--- src/rtl/imm_decode_stage.sv ---
// Immediate-decode pipeline stage: classifies a 32-bit RISC-V instruction,
// sign-extends its immediate to XLEN and hands it on through a skid buffer.
module imm_decode_stage #(
    parameter int XLEN  = 32,
    parameter int TAG_W = 32,
    parameter int SKID  = 1
) (
    input  logic             clk,
    input  logic             rst,
    input  logic             flush,
    input  logic             in_valid,
    output logic             in_ready,
    input  logic [31:0]      in_inst,
    input  logic [TAG_W-1:0] in_tag,
    output logic             out_valid,
    input  logic             out_ready,
    output logic [31:0]      out_inst,
    output logic [XLEN-1:0]  out_imm,
    output logic [2:0]       out_fmt,
    output logic [TAG_W-1:0] out_tag,
    output logic             out_illegal
);

    localparam logic [2:0] FMT_R   = 3'd0;
    localparam logic [2:0] FMT_I   = 3'd1;
    localparam logic [2:0] FMT_S   = 3'd2;
    localparam logic [2:0] FMT_B   = 3'd3;
    localparam logic [2:0] FMT_U   = 3'd4;
    localparam logic [2:0] FMT_J   = 3'd5;
    localparam logic [2:0] FMT_CSR = 3'd6;
    localparam logic [2:0] FMT_ILL = 3'd7;

    typedef enum logic [1:0] {
        EMPTY = 2'd0,
        ONE   = 2'd1,
        FULL  = 2'd2
    } state_t;

    state_t state;
    state_t state_nx;

    logic [6:0]      opc;
    logic            is_i;
    logic            is_s;
    logic            is_b;
    logic            is_j;
    logic            is_u;
    logic            is_csr;
    logic            is_r;
    logic [31:0]     imm32;
    logic [2:0]      dec_fmt;
    logic [XLEN-1:0] dec_imm;

    logic             in_xfer;
    logic             out_xfer;
    logic             ld_in_main;
    logic             ld_in_skid;
    logic             ld_sk_main;

    logic [31:0]      sk_inst;
    logic [XLEN-1:0]  sk_imm;
    logic [2:0]       sk_fmt;
    logic [TAG_W-1:0] sk_tag;

    assign opc = in_inst[6:0];

    // Opcode classification; the low two bits must be 11 for any match.
    always_comb begin
        is_i   = (opc == 7'h03) || (opc == 7'h13) || (opc == 7'h67);
        is_s   = (opc == 7'h23);
        is_b   = (opc == 7'h63);
        is_j   = (opc == 7'h6F);
        is_u   = (opc == 7'h37) || (opc == 7'h17);
        is_csr = (opc == 7'h73);
        is_r   = (opc == 7'h33) || (opc == 7'h0F);
    end

    // Build a 32-bit immediate, then sign-extend to XLEN in one place.
    always_comb begin
        imm32   = '0;
        dec_fmt = FMT_ILL;
        unique case (1'b1)
            is_i: begin
                imm32   = {{20{in_inst[31]}}, in_inst[31:20]};
                dec_fmt = FMT_I;
            end
            is_s: begin
                imm32   = {{20{in_inst[31]}}, in_inst[31:25],
                           in_inst[11:7]};
                dec_fmt = FMT_S;
            end
            is_b: begin
                imm32   = {{19{in_inst[31]}}, in_inst[31], in_inst[7],
                           in_inst[30:25], in_inst[11:8], 1'b0};
                dec_fmt = FMT_B;
            end
            is_j: begin
                imm32   = {{11{in_inst[31]}}, in_inst[31],
                           in_inst[19:12], in_inst[20],
                           in_inst[30:21], 1'b0};
                dec_fmt = FMT_J;
            end
            is_u: begin
                imm32   = {in_inst[31:12], 12'b0};
                dec_fmt = FMT_U;
            end
            is_csr: begin
                imm32   = {27'b0, in_inst[19:15]};
                dec_fmt = FMT_CSR;
            end
            is_r: begin
                imm32   = '0;
                dec_fmt = FMT_R;
            end
            default: begin
                imm32   = '0;
                dec_fmt = FMT_ILL;
            end
        endcase
        dec_imm = XLEN'($signed(imm32));
    end

    assign in_xfer  = in_valid && in_ready;
    assign out_xfer = out_valid && out_ready;

    // Occupancy state register.
    always_ff @(posedge clk or posedge rst) begin
        if (rst) begin
            state <= EMPTY;
        end else begin
            state <= state_nx;
        end
    end

    // Occupancy next state; flush overrides any transfer.
    always_comb begin
        state_nx = state;
        if (flush) begin
            state_nx = EMPTY;
        end else begin
            case (state)
                EMPTY: begin
                    if (in_xfer) state_nx = ONE;
                end
                ONE: begin
                    if (in_xfer && !out_xfer) begin
                        state_nx = (SKID != 0) ? FULL : ONE;
                    end else if (!in_xfer && out_xfer) begin
                        state_nx = EMPTY;
                    end
                end
                FULL: begin
                    if (out_xfer) state_nx = ONE;
                end
                default: state_nx = EMPTY;
            endcase
        end
    end

    // Per-state outputs and register load strobes.
    always_comb begin
        out_valid  = (state != EMPTY);
        ld_in_main = 1'b0;
        ld_in_skid = 1'b0;
        ld_sk_main = 1'b0;
        if (!flush) begin
            ld_in_main = in_xfer &&
                         ((state == EMPTY) ||
                          ((state == ONE) && out_xfer));
            ld_in_skid = in_xfer && (state == ONE) && !out_xfer
                         && (SKID != 0);
            ld_sk_main = out_xfer && (state == FULL);
        end
    end

    generate
        if (SKID != 0) begin : g_skid
            logic rdy_q;
            // Ready comes from a flop so upstream sees no out_ready path.
            always_ff @(posedge clk or posedge rst) begin
                if (rst) begin
                    rdy_q <= 1'b1;
                end else begin
                    rdy_q <= (state_nx != FULL);
                end
            end
            assign in_ready = rdy_q && !rst;
        end else begin : g_noskid
            assign in_ready = !rst && (!out_valid || out_ready);
        end
    endgenerate

    // Main (output) register: fresh decode or promoted skid entry.
    always_ff @(posedge clk or posedge rst) begin
        if (rst) begin
            out_inst    <= '0;
            out_imm     <= '0;
            out_fmt     <= '0;
            out_tag     <= '0;
            out_illegal <= 1'b0;
        end else if (ld_in_main) begin
            out_inst    <= in_inst;
            out_imm     <= dec_imm;
            out_fmt     <= dec_fmt;
            out_tag     <= in_tag;
            out_illegal <= (dec_fmt == FMT_ILL);
        end else if (ld_sk_main) begin
            out_inst    <= sk_inst;
            out_imm     <= sk_imm;
            out_fmt     <= sk_fmt;
            out_tag     <= sk_tag;
            out_illegal <= (sk_fmt == FMT_ILL);
        end
    end

    // Skid register catches the entry accepted while the output is stalled.
    always_ff @(posedge clk or posedge rst) begin
        if (rst) begin
            sk_inst <= '0;
            sk_imm  <= '0;
            sk_fmt  <= '0;
            sk_tag  <= '0;
        end else if (ld_in_skid) begin
            sk_inst <= in_inst;
            sk_imm  <= dec_imm;
            sk_fmt  <= dec_fmt;
            sk_tag  <= in_tag;
        end
    end

endmodule

--- config.mk ---
export PLATFORM = sky130hd
export DESIGN_NAME = imm_decode_stage
export DESIGN_NICKNAME = d
export VERILOG_FILES = /design/src/rtl/imm_decode_stage.sv
export SDC_FILE = /design/constraint.sdc
export NUM_CORES = 1
export LEC_CHECK = 0
export ABC_CLOCK_PERIOD_IN_PS = 10900
export CORE_MARGIN = 1.5
export CORE_UTILIZATION = 37
export CTS_CLUSTER_DIAMETER = 80
export DETAILED_ROUTE_END_ITERATION = 6
export SLEW_MARGIN = 20
export SYNTH_ARGS = -nofsm -noshare
export SYNTH_HDL_FRONTEND = slang
export SYNTH_SLANG_ARGS = --single-unit
--- constraint.sdc ---
create_clock -name clk -period 10.9 [get_ports clk]
set_clock_uncertainty 0.1 [all_clocks]
set_input_delay 2.18 -clock clk [delete_from_list [all_inputs] [get_ports clk]]
set_output_delay 2.18 -clock clk [all_outputs]
set_load 0.01 [all_outputs]
-- Word level (Yosys, flattened, before mapping)
Index checks and enable logic that the tools add are counted.
- flip-flop bits (word level): 202
- input bits: 69
- equality and inequality tests: 16
- muxes and demuxes: 21
- reductions and logical operators: 21
- operator list (cell ; count):
    $mux W32 ; 6
    $pmux W32 S6 ; 1
    $eq A7 B7 Y1 const B ; 4
    $eq A7 B6 Y1 const B ; 3
    $pmux W3 S7 ; 1
    $eq A7 B5 Y1 const B ; 2
    $logic_and A1 B1 Y1 ; 10
    $mux W2 ; 5
    $eq A7 B2 Y1 const B ; 1
    $eq A7 B4 Y1 const B ; 1
    $eq A3 B3 Y1 const B ; 2
    $mux W3 ; 2
    $pmux W2 S3 ; 1
    $logic_or A1 B1 Y1 ; 5
    $mux W1 ; 5
    $reduce_bool A2 Y1 ; 2
    $logic_not A1 Y1 ; 3
    $eq A2 B1 Y1 const B ; 1
    $eq A2 B2 Y1 const B ; 1
    $logic_not A2 Y1 ; 1
    $ne A2 B2 Y1 const B ; 1

-- Depth between registers and ports, before layout
Gate-level depths: netlist of run 1.
- depth after elaboration: 10
- gate-level depth with buffers: 7
- gate-level depth less buffers: 4

-- Worst setup path after synthesis of run 1
No wires, ideal clock.
- path kind: input to output
- start: input port rst
- end: output port in_ready
- arrival: 2358 ps
- path slack: 6262 ps
- stages: 1
- path through: nor2b_1
- cells in the longest elaborated chain, start to end: 2
- ends and longest elaborated chain (what ; RTL line ; RTL):
    from (decl) ; 9 ; input logic rst,
    $logic_not A1 Y1 (no line) ; -- ;
    $logic_and A1 B1 Y1 ; 187 ; assign in_ready = rdy_q && !rst;
    to (decl) ; 12 ; output logic in_ready,
No other way between the ends.

-- Worst setup path in the final report of run 1
Ends and elaborated chain as after synthesis.

==> results.toml, run 1 <==
[route]
dr.pass1.iters = 4
routed_wl_mm = 23.0
vias = 6831
drc = 0
final_antenna_net_count = 0
wl_per_cell_um = 17.6
first_iter_violations = 434
drt-vias-per-instance = 5.24

[synth]
syn_avg_cell_area_um2 = 10.5
synth_nets = 902
synth_warnings = 0
syn_inst = 833
synth-seq-cells = 202
synth_edf_count = 0
yosys.area.top_type = "dfrtp_1"
yosys-top-cells-area = "dfrtp_1, mux2_2, nand2_1"
synth_ff_type = "dfrtp_1"
synthArstFlopShare_pct = 100
ys_seq_area_share_pct = 57.6
syn_area_um2 = 8780
post-synth-top-count-cell = "dfrtp_1"
ys_types = 52
yosys-top-cells-count = "dfrtp_1, nand2_1, nor2_1"
yosysTopAreaCellShare_pct = 57.3

[layout]
multi_input_area_um2 = 3470
nFillCells = 2164
fin_util_pct = 49.3
design_area_um2 = 11500
final_layout_size_suffix_gt1_share_pct = 12.9
area_growth_pct = 31.6
regArea_um2 = 5060
num-nets-final = 1037

[timing]
setup_viol = 0
grt_setup_unrepaired = "false"
fin_setup_tns_ns = 0
finalCriticalPeriod_ns = 5.67
maxSlewHeadroom_pct = 39.3
worst_slew_pin_slew_ns = 0.911
finalCritPeriodShare_pct = 52.0
drv_slew = 0
max_freq_mhz = 176
whs_ns = 0.373
hold_viol = 0

[die]
initial_core_util_pct = 37.5
io_pins = 171
core-area_um2 = 23400
die_area_um2 = 24700
die_x_um = 157
fp-row-count = 56
die_h_um = 157

[placement]
dp_hpwl_mm = 14.2
gp_congestion = 0.755
portBuffers = 170
postPlaceCellArea_um2 = 10700

[clock_tree]
cts_made_buffers = 23
cts_max_path_buffers = 3
path_clk_slew_ns = 0.06
htreeDepth = 1
cts_resized = 0
clock_latency_ns = 0.51
clock-sinks = 202
post-cts-setup-buffers = 0
hold_buffers = 0
root_buffer = "clkbuf_16"
cts_tree = "yes"

[flow_run]
maxCapViolations = 0

[worst_setup_path]
cp_common_cell = "clkdlybuf4s50_1"
critical_path_buf_inv_count = 2
crit_path_cell_trace = "clkdlybuf4s50_1 -> nor2b_1 -> clkdlybuf4s50_1"
r2r_slack_ns = 7.69
critical_path_required_ns = 8.62
critical_path_arrival_ns = 3.39
worstSetupStartpoint = "rst"
r2r-start = "state[1]"
slowest_stage = "clkdlybuf4s50_1"
crit_type = "in2out"
cp_top_family = "buffers and inverters"
cp_max_fo = 3
end_kind = "primary output"
cpPeakStageDelay_ns = 0.54
critPathLaunchType = "primary input"

[power_and_ir_drop]
switching_share_pct = 24.4
pwr-share-seq_pct = 43.6
power_mw = 2.06
clkPwrFrac_pct = 40.6
leakagePower_nw = 5.10
power_density_nw_per_um2 = 179
switchingPower_uw = 504
comb_power_share_pct = 15.8
p_int_mw = 1.56
vdd_drop_max_mv = 0.111

[run_status]
status = "finished, final reports clean"

[grt]
antenna_found_initial = 3
track_usage_pct = 18.7
grt_overflow = 0
grt_pass1_vias = 6713
grt_max_degree = 125
grt_first_pass_wirelength_mm = 36.8

[min_path]
hp-start = "out_inst[6]"
worst_hold_path_type = "reg2reg"
-- final timing paths --
path                          endpoint  depth (start not counted)
setup / recovery              in_ready                          3
hold / removal             out_inst[6]                          2
setup reg to reg            sk_imm[15]                          5
hold reg to reg            out_inst[6]                          2
max in group asynchronous   sk_inst[8]                          3
min in group asynchronous     state[1]                          2
-- layout by cell type, fill, tap and decap left out, types with 2 or more instances in the layout --
cell type	synthesis	routed
nor2_1	71	71
o22ai_1	2	2
clkinvlp_4	0	3
dfrtp_1	201	201
and2_1	4	4
a211oi_1	10	10
a22o_1	6	6
nand3_1	22	21
o21ai_0	44	44
nand2_1	161	161
a211oi_2	2	2
a22oi_1	33	33
and3_1	11	11
buf_4	0	4
clkinv_2	0	2
o31ai_1	2	2
a21oi_1	7	7
mux2_2	62	62
nor2b_1	6	6
nor3b_1	3	3
nand3_4	0	2
a31oi_1	63	62
and4_1	2	2
a2bb2oi_1	6	6
buf_6	0	2
clkbuf_16	0	23
a221o_1	16	16
or2_2	2	2
bufinv_16	0	4
clkdlybuf4s50_1	0	170
and3b_1	2	2
inv_1	5	4
clkbuf_8	0	7
-- metal layers --
layer	wire, µm	GRT usage (%)	vias to the layer above
met2	9980	27.9	213
met4	439	4.54	2
met1	10900	27.3	3335
li1	-	-	3243
met5	15	0	-
met3	1660	4.52	38
-- metrics by stage --
| step | cells | setup WS [ns] |
|---|---|---|
| 2_1_floorplan | 833 | 3.11 |
| 3_3_place_gp | 1262 | 5.22 |
| 5_1_grt | 1304 | 5.19 |
| 6_report | 1304 | 5.23 |
| 4_1_cts | 1303 | 5.23 |
| 3_5_place_dp | 1262 | 5.23 |
-- registers in the layout (all words and copies together), names as in the netlist --
name	cells
out_tag	32
sk_tag	32
out_imm	32
sk_imm	32
out_inst	32
sk_fmt	3
sk_inst	32
out_illegal	1
out_fmt	3
state	2
g_skid.rdy_q	1
-- worst register-to-register path: stages, from the launching register on --
cell and delay, ns:
dfrtp_1 0.47, nor2_1 0.51, nand3_4 0.62, buf_4 0.63, nor2b_1 0.59, a221o_1 0.24
-- power groups by stage --
stage                     Clock [mW]  Sequential [mW]  Combinational [mW]
after global placement             0            0.912               0.324
after detailed placement           0            0.914               0.328
after floorplan                    0            0.930               0.128
after global routing           0.889            0.914               0.357
after CTS                      0.857            0.901               0.330
final                          0.838            0.900               0.325
-- area by class of cell --
type,count,share of cell area (%)
Antenna cell,1,0.0217
Clock buffer,31,5.85
Clock inverter,10,1.40
Inverter,5,0.228
Multi-Input combinational cell,560,30.1
Sequential cell,202,43.8
Tap cell,319,3.46
Timing Repair Buffer,176,15.2
-- logic make-up (layout without fill, tap and decap cells) --
kind of cell	after synthesis	in the layout	share of synthesized area (%)
simple gates	299	299	15.1
flops	202	202	57.6
compound gates	197	197	15.6
buf+inv	71	222	3.56
mux	63	63	8.07
xor+xnor	1	1	0.0998
other cells	0	1	0
Note: power is estimated with default switching activity, not from simulation.
==> run 2, diff against run 1 <==
--- a/config.mk
+++ b/config.mk
@@ -5,7 +5,7 @@
 export SDC_FILE = /design/constraint.sdc
 export NUM_CORES = 1
 export LEC_CHECK = 0
-export ABC_CLOCK_PERIOD_IN_PS = 10900
+export ABC_CLOCK_PERIOD_IN_PS = 4950
 export CORE_MARGIN = 1.5
 export CORE_UTILIZATION = 37
 export CTS_CLUSTER_DIAMETER = 80
==> constraint.sdc (replaced) <==
create_clock -name clk -period 4.95 [get_ports clk]
set_clock_uncertainty 0.1 [all_clocks]
set_input_delay 0.99 -clock clk [delete_from_list [all_inputs] [get_ports clk]]
set_output_delay 0.99 -clock clk [all_outputs]
set_load 0.01 [all_outputs]
==> run 2 against run 1 <==
Sequential share of layout area up 0.22 points. First-iteration DRC count down 12%. Final cell count up 0.31%. Critical path depth unchanged. Via count up 1.2%. Critical endpoint unchanged. Largest cell class unchanged.
==> results.toml, run 2 (same netlist as run 1, synthesis figures left out) <==
[timing]
setup_viol = 0
finalCritPeriodShare_pct = 65.3
max_freq_mhz = 309
grt_setup_unrepaired = "false"
drv_slew = 0
finalCriticalPeriod_ns = 3.23
hold_viol = 0
maxSlewHeadroom_pct = 33.6
worst_slew_pin_slew_ns = 0.993
fin_setup_tns_ns = 0

[die]
io_pins = 171
die_h_um = 157
die_area_um2 = 24700
core-area_um2 = 23400
fp-row-count = 56
die_x_um = 157
initial_core_util_pct = 37.5

[worst_setup_path]
cp_max_fo = 3
critical_path_required_ns = 3.86
cp_common_cell = "clkdlybuf4s50_1"
crit_path_cell_trace = "clkdlybuf4s50_1 -> nor2b_1 -> clkdlybuf4s50_1"
cpPeakStageDelay_ns = 0.54
crit_type = "in2out"
slowest_stage = "clkdlybuf4s50_1"
critical_path_arrival_ns = 2.14
end_kind = "primary output"
critPathLaunchType = "primary input"

[clock_tree]
cts_made_buffers = 23
clock-sinks = 202
cts_tree = "yes"
root_buffer = "clkbuf_16"
clock_latency_ns = 0.50
path_clk_slew_ns = 0.06
cts_resized = 0
htreeDepth = 1
cts_max_path_buffers = 3
post-cts-setup-buffers = 0
hold_buffers = 0

[layout]
multi_input_area_um2 = 3470
final_layout_size_suffix_gt1_share_pct = 12.7
nFillCells = 2150
antenna_cells = 0
area_growth_pct = 30.9
mostFrequentLayoutCells = "dfrtp_1, clkdlybuf4s50_1, nand2_1"
num-nets-final = 1042
regArea_um2 = 5060
layout_commonest_cell = "dfrtp_1"

[grt]
grt_pass1_vias = 6786
antenna_found_initial = 2
grt_max_degree = 101
grt_overflow = 0
grt_first_pass_wirelength_mm = 37.0
track_usage_pct = 18.9

[placement]
dp_hpwl_mm = 14.9
gp_congestion = 0.768
portBuffers = 170

[run_status]
status = "finished, final reports clean"

[power_and_ir_drop]
power_mw = 4.32
vdd_drop_max_mv = 0.189
leakagePower_nw = 5.07
power_density_nw_per_um2 = 376

[route]
drt-vias-per-instance = 5.28
drc = 0
routed_wl_mm = 23.2
wl_per_cell_um = 17.8
final_antenna_net_count = 0
first_iter_violations = 382
dr.pass1.iters = 5
vias = 6910

[flow_run]
maxCapViolations = 0

[min_path]
worst_hold_path_type = "reg2reg"
## run 2: cell types whose count changed in the layout (fill, tap and decap cells not counted), sizes merged
cell / before / now
clkinv: 3 / 6
clkinvlp: 3 / 2
clkbuf: 31 / 32
diode: 1 / 0
bufinv: 4 / 1
buf: 6 / 11
## run 2: per-stage QoR
stage | hold slack (ns) | area [µm²] | instances | worst slack [ns] | utilization, %
2_1_floorplan | 0.348 | 8780 | 833 | 1.24 | -
3_3_place_gp | 0.361 | 10800 | 1266 | 1.29 | 46.0
3_5_place_dp | 0.366 | 10800 | 1266 | 1.25 | 46.0
4_1_cts | 0.380 | 11500 | 1307 | 1.71 | 49.0
5_1_grt | 0.397 | 11500 | 1308 | 1.53 | 49.1
6_report | 0.374 | 11500 | 1308 | 1.72 | 49.1
## run 2: critical path: cells and delay by family
family / cells / cell delay [ns]
buffers and inverters: 2 / 1.01
AND/OR/NAND/NOR: 1 / 0.14
## run 2: final cells by class
cell class | count | share of cell area [%]
Sequential cell | 202 | 44.0
Multi-Input combinational cell | 560 | 30.2
Timing Repair Buffer | 181 | 16.0
Clock buffer | 32 | 5.48
Tap cell | 319 | 3.47
Clock inverter | 9 | 0.664
Inverter | 5 | 0.196
## run 2: final timing paths
kind | from | to | slack, ns | depth (start not counted)
worst max-delay path | rst | in_ready | 1.72 | 3
worst max register to register | state[1] | out_imm[9] | 2.34 | 4
max in group asynchronous | rst | out_imm[14] | 3.02 | 4
min in group asynchronous | rst | out_tag[24] | 0.75 | 2
worst min-delay path | out_inst[31] | out_inst[31] | 0.37 | 2
worst min register to register | out_inst[31] | out_inst[31] | 0.37 | 2
## run 2: power by group
group          internal (mW)  leakage, nW  switching [mW]  total, mW
sequential              1.87         2.56           0.121       1.99
clock                  0.940        0.348           0.666       1.61
combinational          0.407         2.16           0.316      0.723
total                   3.22         5.07            1.10       4.32
## run 2: routing by layer
| metal | track usage [%] | part of all wire (%) | up-vias |
|---|---|---|---|
| met5 | 0 | 0.073 | - |
| met4 | 4.09 | 1.2 | 2 |
| met3 | 3.72 | 5.9 | 21 |
| met2 | 28.7 | 44 | 188 |
| met1 | 28.0 | 49 | 3452 |
| li1 | - | - | 3247 |
